File: src/rtl/dds_dac_spi_if.sv
// Sample-in / DAC-out bundle of the DDS-to-DAC serial driver.
// The master modport is the DDS side; the slave modport is the driver.
interface dds_dac_spi_if #(
  parameter int DATA_W = 10
);
  logic [DATA_W-1:0] SampleIn;
  logic              SampleValid;
  logic              Busy;
  logic              DacCs_n;
  logic              DacSclk;
  logic              DacSdo;
  logic [7:0]        Overrun;

  modport master (
    output SampleIn, SampleValid,
    input  Busy, DacCs_n, DacSclk, DacSdo, Overrun
  );

  modport slave (
    input  SampleIn, SampleValid,
    output Busy, DacCs_n, DacSclk, DacSdo, Overrun
  );
endinterface

File: src/rtl/dds_dac_spi.sv
// Serial DAC driver: signed DDS sample -> offset binary, left-justified frame,
// shifted out MSB-first on a mode-0 SPI link, with a one-entry holding buffer.
module dds_dac_spi #(
  parameter int DATA_W   = 10,
  parameter int FRAME_W  = 16,
  parameter int SCLK_DIV = 2
) (
  input logic           Clock,
  input logic           Rst_n,
  dds_dac_spi_if.slave  bus
);
  localparam int DIV_W = (SCLK_DIV > 1) ? $clog2(SCLK_DIV) : 1;
  localparam int CNT_W = (FRAME_W > 1) ? $clog2(FRAME_W) : 1;

  typedef enum logic [1:0] {IDLE, SETUP, SHIFT, HOLD} state_t;

  state_t             r_state;
  logic [DATA_W-1:0]  r_buf;
  logic               r_buf_full;
  logic [FRAME_W-1:0] r_shift;
  logic [DIV_W-1:0]   r_div;
  logic [CNT_W-1:0]   r_bit;
  logic               r_cs_n;
  logic               r_sclk;
  logic               r_sdo;
  logic               r_busy;
  logic [7:0]         r_overrun;

  logic               w_drain;
  logic               w_wr;
  logic               w_drop;
  logic               w_buf_full_next;
  logic               w_busy_next;
  logic               w_div_end;
  logic [DATA_W-1:0]  w_offset;
  logic [FRAME_W-1:0] w_frame;

  assign w_offset = {~r_buf[DATA_W-1], r_buf[DATA_W-2:0]};

  generate
    if (FRAME_W > DATA_W) begin : g_pad
      assign w_frame = {w_offset, {(FRAME_W-DATA_W){1'b0}}};
    end else begin : g_nopad
      assign w_frame = w_offset;
    end
  endgenerate

  assign w_div_end = (r_div == DIV_W'(SCLK_DIV - 1));

  // A sample arriving in the very cycle the buffer drains is kept, not dropped.
  always_comb begin
    w_drain         = (r_state == IDLE) && r_buf_full;
    w_wr            = bus.SampleValid && (!r_buf_full || w_drain);
    w_drop          = bus.SampleValid && !w_wr;
    w_buf_full_next = w_wr ? 1'b1 : (w_drain ? 1'b0 : r_buf_full);
    w_busy_next     = w_buf_full_next;
    if (r_state == IDLE)
      w_busy_next = w_buf_full_next || w_drain;
    else if (r_state != HOLD)
      w_busy_next = 1'b1;
  end

  always_ff @(posedge Clock) begin
    if (!Rst_n) begin
      r_state    <= IDLE;
      r_buf      <= '0;
      r_buf_full <= 1'b0;
      r_shift    <= '0;
      r_div      <= '0;
      r_bit      <= '0;
      r_cs_n     <= 1'b1;
      r_sclk     <= 1'b0;
      r_sdo      <= 1'b0;
      r_busy     <= 1'b0;
      r_overrun  <= '0;
    end else begin
      if (w_wr)
        r_buf <= bus.SampleIn;
      r_buf_full <= w_buf_full_next;
      r_busy     <= w_busy_next;
      if (w_drop && (r_overrun != 8'hFF))
        r_overrun <= r_overrun + 8'd1;

      case (r_state)
        IDLE: begin
          r_cs_n <= 1'b1;
          r_sclk <= 1'b0;
          r_sdo  <= 1'b0;
          if (r_buf_full) begin
            r_shift <= w_frame;
            r_state <= SETUP;
          end
        end
        SETUP: begin
          r_cs_n  <= 1'b0;
          r_sclk  <= 1'b0;
          r_sdo   <= r_shift[FRAME_W-1];
          r_div   <= '0;
          r_bit   <= '0;
          r_state <= SHIFT;
        end
        SHIFT: begin
          if (w_div_end) begin
            r_div  <= '0;
            r_sclk <= ~r_sclk;
            // Falling edge: advance so the next bit is centred on the next rise.
            if (r_sclk) begin
              r_shift <= r_shift << 1;
              r_sdo   <= r_shift[FRAME_W-2];
              r_bit   <= r_bit + CNT_W'(1);
              if (r_bit == CNT_W'(FRAME_W - 1))
                r_state <= HOLD;
            end
          end else begin
            r_div <= r_div + DIV_W'(1);
          end
        end
        HOLD: begin
          r_cs_n  <= 1'b0;
          r_sclk  <= 1'b0;
          r_sdo   <= 1'b0;
          r_state <= IDLE;
        end
        default: r_state <= IDLE;
      endcase
    end
  end

  assign bus.Busy    = r_busy;
  assign bus.DacCs_n = r_cs_n;
  assign bus.DacSclk = r_sclk;
  assign bus.DacSdo  = r_sdo;
  assign bus.Overrun = r_overrun;
endmodule

File: src/flat_wrapper.sv
// flat-port wrapper written by rule: the top's interface ports become plain ports
module dds_dac_spi_flat 
#(
  parameter int DATA_W   = 10,
  parameter int FRAME_W  = 16,
  parameter int SCLK_DIV = 2
)
  (Clock, Rst_n, bus_SampleIn, bus_SampleValid, bus_Busy, bus_DacCs_n, bus_DacSclk, bus_DacSdo, bus_Overrun);
  dds_dac_spi_if #(.DATA_W(DATA_W)) bus_i ();
  input logic Clock;
  input logic Rst_n;
  input wire logic [$bits(bus_i.SampleIn)-1:0] bus_SampleIn;
  input wire logic [$bits(bus_i.SampleValid)-1:0] bus_SampleValid;
  output wire logic [$bits(bus_i.Busy)-1:0] bus_Busy;
  output wire logic [$bits(bus_i.DacCs_n)-1:0] bus_DacCs_n;
  output wire logic [$bits(bus_i.DacSclk)-1:0] bus_DacSclk;
  output wire logic [$bits(bus_i.DacSdo)-1:0] bus_DacSdo;
  output wire logic [$bits(bus_i.Overrun)-1:0] bus_Overrun;
  assign bus_i.SampleIn = bus_SampleIn;
  assign bus_i.SampleValid = bus_SampleValid;
  assign bus_Busy = bus_i.Busy;
  assign bus_DacCs_n = bus_i.DacCs_n;
  assign bus_DacSclk = bus_i.DacSclk;
  assign bus_DacSdo = bus_i.DacSdo;
  assign bus_Overrun = bus_i.Overrun;
  dds_dac_spi #(.DATA_W(DATA_W), .FRAME_W(FRAME_W), .SCLK_DIV(SCLK_DIV)) u_core (.Clock(Clock), .Rst_n(Rst_n), .bus(bus_i));
endmodule
File: config.mk
export PLATFORM = sky130hd
export DESIGN_NAME = dds_dac_spi_flat
export DESIGN_NICKNAME = d
export VERILOG_FILES = /design/src/rtl/dds_dac_spi_if.sv /design/src/rtl/dds_dac_spi.sv /design/src/flat_wrapper.sv
export SDC_FILE = /design/constraint.sdc
export NUM_CORES = 1
export LEC_CHECK = 0
export CAP_MARGIN = 20
export CELL_PAD_IN_SITES_DETAIL_PLACEMENT = 1
export CELL_PAD_IN_SITES_GLOBAL_PLACEMENT = 2
export CORE_UTILIZATION = 35
export CTS_CLUSTER_SIZE = 10
export DETAILED_ROUTE_END_ITERATION = 10
export GPL_TIMING_DRIVEN = 0
export PLACE_DENSITY = 0.83
export SYNTH_ARGS = -nofsm -noshare
export SYNTH_HDL_FRONTEND = slang
export SYNTH_SLANG_ARGS = --single-unit
File: constraint.sdc
create_clock -name Clock -period 3.39 [get_ports Clock]
set_input_delay 0.5085 -clock Clock [delete_from_list [all_inputs] [get_ports Clock]]
set_output_delay 0.5085 -clock Clock [all_outputs]
set_load 0.005 [all_outputs]
==> results of run 1 <==
## cell type report
class                      count  area (µm²)
fill                         580        2600
multi-input combinational    139         926
sequential                    40         801
timing repair buffer          23         230
tap                           67        83.8
clock buffer                   6        72.6
buffer                         9        40.0
clock inverter                 2        35.0
inverter                       8        30.0
## cell usage in the layout (no fill, tap or decap), drive strengths merged, types with 2 or more instances in the layout
cell           count
and3               2
a211oi            12
buf                5
a21oi              7
nand2             11
inv                8
ha                 7
nand3b             2
clkdlybuf4s50     23
o21ai             11
clkbuf            10
nor2              36
nand4              2
dfxtp             40
mux2i             19
xor2               4
xnor2              2
o311a              2
nand3              6
## synth_stat cells, drive strengths merged (4+ instances only)
| cell | number | area share (%) |
|---|---|---|
| nand3 | 6 | 1.7 |
| inv | 8 | 1.7 |
| nand2 | 11 | 2.3 |
| a211oi | 12 | 5.0 |
| o21ai | 11 | 3.1 |
| ha | 7 | 4.9 |
| a21oi | 7 | 1.9 |
| buf | 5 | 1.4 |
| nor2 | 36 | 7.5 |
| dfxtp | 40 | 45 |
| clkbuf | 4 | 0.84 |
| mux2i | 19 | 11 |
| xor2 | 4 | 1.9 |
## power breakdown
group,internal [mW],leakage (nW),total [mW],switching [mW]
combinational,0.0830,0.465,0.180,0.0968
clock,0.219,0.0552,0.384,0.166
sequential,0.505,0.327,0.528,0.0235
total,0.806,0.847,1.09,0.286
## cell families (layout without fill, tap and decap cells)
kind of cell	after synthesis	count (layout)	synth area share [%]
AO/OA/AOI/OAI	40	40	15.1
XOR/XNOR	6	6	2.92
adder cells (fa/ha/maj)	7	7	4.87
buffers and inverters	17	48	3.90
flip-flops	40	40	44.6
multiplexers	20	20	11.2
AND/OR/NAND/NOR	66	66	17.4
## tightest hold or removal path, delay by kind of cell (launching register included)
family	cells	cell delay, ns
DFF	1	0.33
muxes	1	0.07
and+or+nand+nor	1	0.07
## flip-flops by register name (all words and copies together), names as in the netlist
name,count
u_core.r_buf,10
u_core.r_shift,10
u_core.bus.Overrun,8
u_core.r_bit,4
u_core.r_state,2
u_core.bus.Busy,1
u_core.bus.DacCs_n,1
u_core.bus.DacSclk,1
u_core.bus.DacSdo,1
u_core.r_buf_full,1
u_core.r_div,1
## metal layers
metal,vias up,routed length (µm)
met1,697,1940
met4,0,50
met3,7,120
li1,742,-
met5,-,0
met2,23,2050
## path summary, 6_finish.rpt
check,start,to,slack [ns],cells after the start
setup / recovery,u_core.bus.Overrun[2]$_SDFFE_PN0P_,bus_Overrun[2],1.52,1
hold / removal,u_core.r_buf[5]$_SDFFE_PN0P_,u_core.r_buf[5]$_SDFFE_PN0P_,0.50,2
setup reg to reg,u_core.r_state[0]$_SDFFE_PN0P_,u_core.bus.Overrun[3]$_SDFFE_PN0P_,1.57,6
hold reg to reg,u_core.r_buf[5]$_SDFFE_PN0P_,u_core.r_buf[5]$_SDFFE_PN0P_,0.50,2
## per-stage QoR
stage                     worst slack [ns]  total power, mW  instance area [µm²]
final                                 1.52             1.09                 2220
after global routing                  1.44             1.15                 2220
after global placement                1.39            0.710                 2110
after detailed placement              1.37            0.722                 2110
after floorplan                       1.77            0.660                 1800
after CTS                             1.52             1.11                 2220
==> flow_metrics.py, run 1 <==
metrics = {
    "setup_path": {
        "cp-end-kind": "primary output",
        "cp_num_buf_inv": 1,
        "required_ns": 2.88,
        "slowest_delay_ns": 0.56,
        "crit_chain": "clkdlybuf4s50_1",
        "critPathArrivalTime_ns": 1.36,
        "crit_type": "flip-flop to primary output",
        "slowest_stage": "clkdlybuf4s50_1",
        "worstSetupStartpointType": "flip-flop",
        "path_delay_family": "buffers and inverters",
        "cp_max_fo": 8,
    },
    "grt": {
        "grt_start_max_net_pins": 13,
        "grt_usage_pct": 17.4,
        "grt_pass1_wl_mm": 7.10,
        "grt_overflow": 0,
        "use_met3_pct": 3.70,
        "antenna_found_initial": 0,
        "gr-usage-met1_pct": 21.4,
        "busiest_layer": "met2",
        "met2_usage_pct": 29.8,
        "first_global_vias": 1497,
    },
    "cts": {
        "worstSkewPairLatency_ns": 0.29,
        "cts_sinks": 40,
        "post_cts_resized": 0,
        "clockBufferDepth": 2,
        "cts_tree": "yes",
        "cts-root-buf": "clkbuf_8",
        "htree_num_levels": 2,
        "post_cts_buffers": 0,
        "numCtsBuffers": 5,
        "cts_hold_buf": 0,
        "clk_pin_slew_ns": 0.08,
    },
    "placement": {
        "hpwl_mm": 3.15,
        "dp_cells": 286,
        "io_buffers": 23,
        "gp_congestion": 0.779,
    },
    "timing": {
        "max_slew_margin_pct": 60.7,
        "rsz0062_at_grt": "false",
        "holdWs_ns": 0.500,
        "clock_skew_ns": 0.00488,
        "min_period_ns": 1.87,
        "setup_tns_ns": 0,
        "drv_slew": 0,
        "setup_viol": 0,
        "fin_crit_sh_pct": 55.0,
        "final-hold-violation-count": 0,
        "fmax_mhz": 536,
        "worst_pin_slew_ns": 0.589,
    },
    "yosys": {
        "syn_area_mm2": 0.00180,
        "async_flop_share_pct": 0,
        "syn_avg_cell_area_um2": 9.17,
        "synth_nets": 216,
        "ys_seq_area_share_pct": 44.6,
        "synth_edf_count": 0,
        "yosys.cell_types.count": 35,
        "syn_inst": 196,
        "synth-seq-cells": 40,
        "synthFlopType": "dfxtp_1",
        "ys_warn_count": 0,
    },
    "drt": {
        "drtAntennaViolNets": 0,
        "dr.pass1.iters": 4,
        "drc": 0,
        "wl_per_cell_um": 14.1,
        "first_iter_violations": 34,
        "routed_wl_mm": 4.16,
        "via_per_inst": 5.00,
        "vias": 1469,
    },
    "floorplan": {
        "die_h_um": 73.7,
        "io-pin-count": 25,
        "start_util_pct": 37.3,
        "die_area_mm2": 0.00542,
        "dieWidth_um": 73.7,
        "rows": 25,
        "core_area_mm2": 0.00482,
    },
    "cells_and_area": {
        "fin_util_pct": 46.1,
        "instances_no_fill": 294,
        "drive_gt1_share_pct": 9.25,
        "diodes": 0,
        "area_growth_pct": 23.5,
        "final_nets": 246,
    },
    "job": {
        "maxCapViolations": 0,
    },
    "run_status": {
        "status": "finished clean",
    },
    "worst_hold_path": {
        "hp-class": "flip-flop to flip-flop",
    },
    "power": {
        "power.leakage_nw": 0.847,
        "power_density_mw_per_mm2": 492,
        "vdd_drop_max_v": 0.000254,
    },
}
No activity file was read; power rests on OpenSTA's default activity.
==> inputs of run 2 (changes only) <==
--- a/config.mk
+++ b/config.mk
@@ -8,11 +8,11 @@
 export CAP_MARGIN = 20
 export CELL_PAD_IN_SITES_DETAIL_PLACEMENT = 1
 export CELL_PAD_IN_SITES_GLOBAL_PLACEMENT = 2
-export CORE_UTILIZATION = 35
+export CORE_UTILIZATION = 33
 export CTS_CLUSTER_SIZE = 10
 export DETAILED_ROUTE_END_ITERATION = 10
 export GPL_TIMING_DRIVEN = 0
-export PLACE_DENSITY = 0.83
+export PLACE_DENSITY = 0.79
 export SYNTH_ARGS = -nofsm -noshare
 export SYNTH_HDL_FRONTEND = slang
 export SYNTH_SLANG_ARGS = --single-unit
==> constraint.sdc (replaced) <==
create_clock -name Clock -period 1.8 [get_ports Clock]
set_input_delay 0.27 -clock Clock [delete_from_list [all_inputs] [get_ports Clock]]
set_output_delay 0.27 -clock Clock [all_outputs]
set_load 0.005 [all_outputs]
==> run 2 against run 1 <==
Net effect:
- final area rose by 1.0%
- register-to-register slack got worse by 1.5 ns
- sequential power rose by 88%
- count of clock-buffer cells in the layout fell by 1
- via count rose by 1.7%
- worst setup slack got worse by 1.4 ns
- critical endpoint is now u_core.bus.Overrun[3]$_SDFFE_PN0P_
- critical path depth rose by 5
- sequential share of layout area fell by 0.25 points
- highest routed layer unchanged
- cell count rose by 1.0%
- core utilization fell by 2.7 points
- routed wire length fell by 0.29%
- non-clock buffer count did not move
==> flow_metrics.py, run 2 (synthesis results as in run 1) <==
metrics = {
    "drt": {
        "wl_met3_um": 91,
        "via_per_inst": 5.03,
        "vias": 1494,
        "routed_wl_mm": 4.15,
        "wl_per_cell_um": 14.0,
        "wl_met1_mm": 1.90,
        "dr.pass1.iters": 4,
        "first_iter_violations": 7,
        "dr.max_layer_used": "met4",
        "drtAntennaViolNets": 0,
        "drc": 0,
        "wl_met2_mm": 2.08,
    },
    "placement": {
        "hpwl_mm": 3.08,
        "placed_area_mm2": 0.00211,
        "gp_congestion": 0.750,
        "io_buffers": 23,
    },
    "power": {
        "vdd_drop_max_v": 0.000497,
        "power.leakage_nw": 0.848,
        "power_density_mw_per_mm2": 928,
    },
    "cts": {
        "cts_tree": "yes",
        "cts-root-buf": "clkbuf_8",
        "worstSkewPairLatency_ns": 0.30,
        "clk_pin_slew_ns": 0.08,
        "htree_num_levels": 2,
        "numCtsBuffers": 5,
        "post_cts_resized": 1,
        "cts_sinks": 40,
        "cts_hold_buf": 0,
        "post_cts_buffers": 0,
        "clockBufferDepth": 2,
    },
    "floorplan": {
        "start_util_pct": 34.7,
        "die_area_mm2": 0.00574,
        "rows": 26,
        "dieWidth_um": 75.8,
        "die_h_um": 75.8,
        "io-pin-count": 25,
        "core_area_mm2": 0.00517,
    },
    "timing": {
        "fin_crit_sh_pct": 93.5,
        "rsz0062_at_grt": "false",
        "final-hold-violation-count": 0,
        "max_slew_margin_pct": 62.5,
        "drv_slew": 0,
        "min_period_ns": 1.68,
        "clock_skew_ns": 0.00489,
        "worst_pin_slew_ns": 0.563,
        "fmax_mhz": 594,
        "setup_viol": 0,
        "holdWs_ns": 0.415,
    },
    "cells_and_area": {
        "final_nets": 246,
        "final_common_cell": "dfxtp_1",
        "fin_area_mm2": 0.00224,
        "drive_gt1_share_pct": 11.0,
        "fin_util_pct": 43.3,
        "nFillCells": 605,
        "area_growth_pct": 24.7,
        "diodes": 0,
        "layout_common_cells": "dfxtp_1, nor2_1, clkdlybuf4s50_1",
    },
    "setup_path": {
        "crit_chain": "inv_1, ha_2, and3b_2, nand4_4, or3_1, a21oi_1",
        "rr_worst_depth": 6,
        "slowest_stage": "or3_1",
        "crit_type": "flip-flop to flip-flop",
        "worstSetupStartpointType": "flip-flop",
        "cp-end-kind": "flip-flop",
        "slowest_delay_ns": 0.37,
        "critPathArrivalTime_ns": 1.91,
        "required_ns": 2.02,
        "cp_max_fo": 7,
    },
    "grt": {
        "first_global_vias": 1514,
        "antenna_found_initial": 0,
        "grt_pass1_wl_mm": 6.89,
        "grt_overflow": 0,
        "grt_usage_pct": 16.6,
        "grt_start_max_net_pins": 14,
    },
    "job": {
        "maxCapViolations": 0,
    },
    "worst_hold_path": {
        "hold_depth": 2,
        "hp-class": "primary input to flip-flop",
    },
    "run_status": {
        "status": "finished clean",
    },
}
run 2: report_power, final:
group / internal [mW] / switching [mW] / total [mW]
logic: 0.163 / 0.184 / 0.347
clock network: 0.410 / 0.328 / 0.738
registers: 0.952 / 0.0423 / 0.994
total: 1.53 / 0.554 / 2.08
run 2: final cells by class:
type	instances	area, µm²	share of cell area (%)
Clock buffer	5	68.8	3.07
Inverter	8	30.0	1.34
Multi-Input combinational cell	139	936	41.8
Tap cell	70	87.6	3.91
Sequential cell	40	803	35.8
Timing Repair Buffer	23	230	10.3
Clock inverter	3	42.5	1.90
Buffer	9	42.5	1.90
run 2: path summary, 6_finish.rpt:
| check | start | end | slack, ns |
|---|---|---|---|
| worst max-delay path | u_core.r_state[0]$_SDFFE_PN0P_ | u_core.bus.Overrun[3]$_SDFFE_PN0P_ | 0.12 |
| worst min-delay path | Rst_n | u_core.bus.DacCs_n$_SDFFE_PN1P_ | 0.42 |
| worst max register to register | u_core.r_state[0]$_SDFFE_PN0P_ | u_core.bus.Overrun[3]$_SDFFE_PN0P_ | 0.12 |
| worst min register to register | u_core.r_shift[6]$_SDFFE_PN0P_ | u_core.r_shift[6]$_SDFFE_PN0P_ | 0.48 |
run 2: through the flow:
| step | power [mW] | instances | setup WS [ns] | setup TNS [ns] |
|---|---|---|---|---|
| after floorplan | 1.24 | 196 | 0.177 | 0 |
| after global placement | 1.34 | 289 | 0.0272 | 0 |
| after detailed placement | 1.36 | 289 | -0.0178 | -0.0178 |
| after CTS | 2.10 | 297 | 0.0235 | 0 |
| after global routing | 2.20 | 297 | 0.00608 | 0 |
| final | 2.08 | 297 | 0.117 | 0 |
run 2: per-layer routing:
layer  up-vias  global-route usage [%]
li1        744                       -
met1       725                    19.5
met2        18                    28.6
met3         7                    3.57
met4         0                    8.02
met5         -                       0
run 2: worst max-delay path, delay by kind of cell, from the launching register on:
kind | cells | cell delay, ns
AOI/OAI and AO/OA | 1 | 0.14
adders and majority gates | 1 | 0.24
buffers and inverters | 1 | 0.08
DFF | 1 | 0.36
and+or+nand+nor | 3 | 0.79
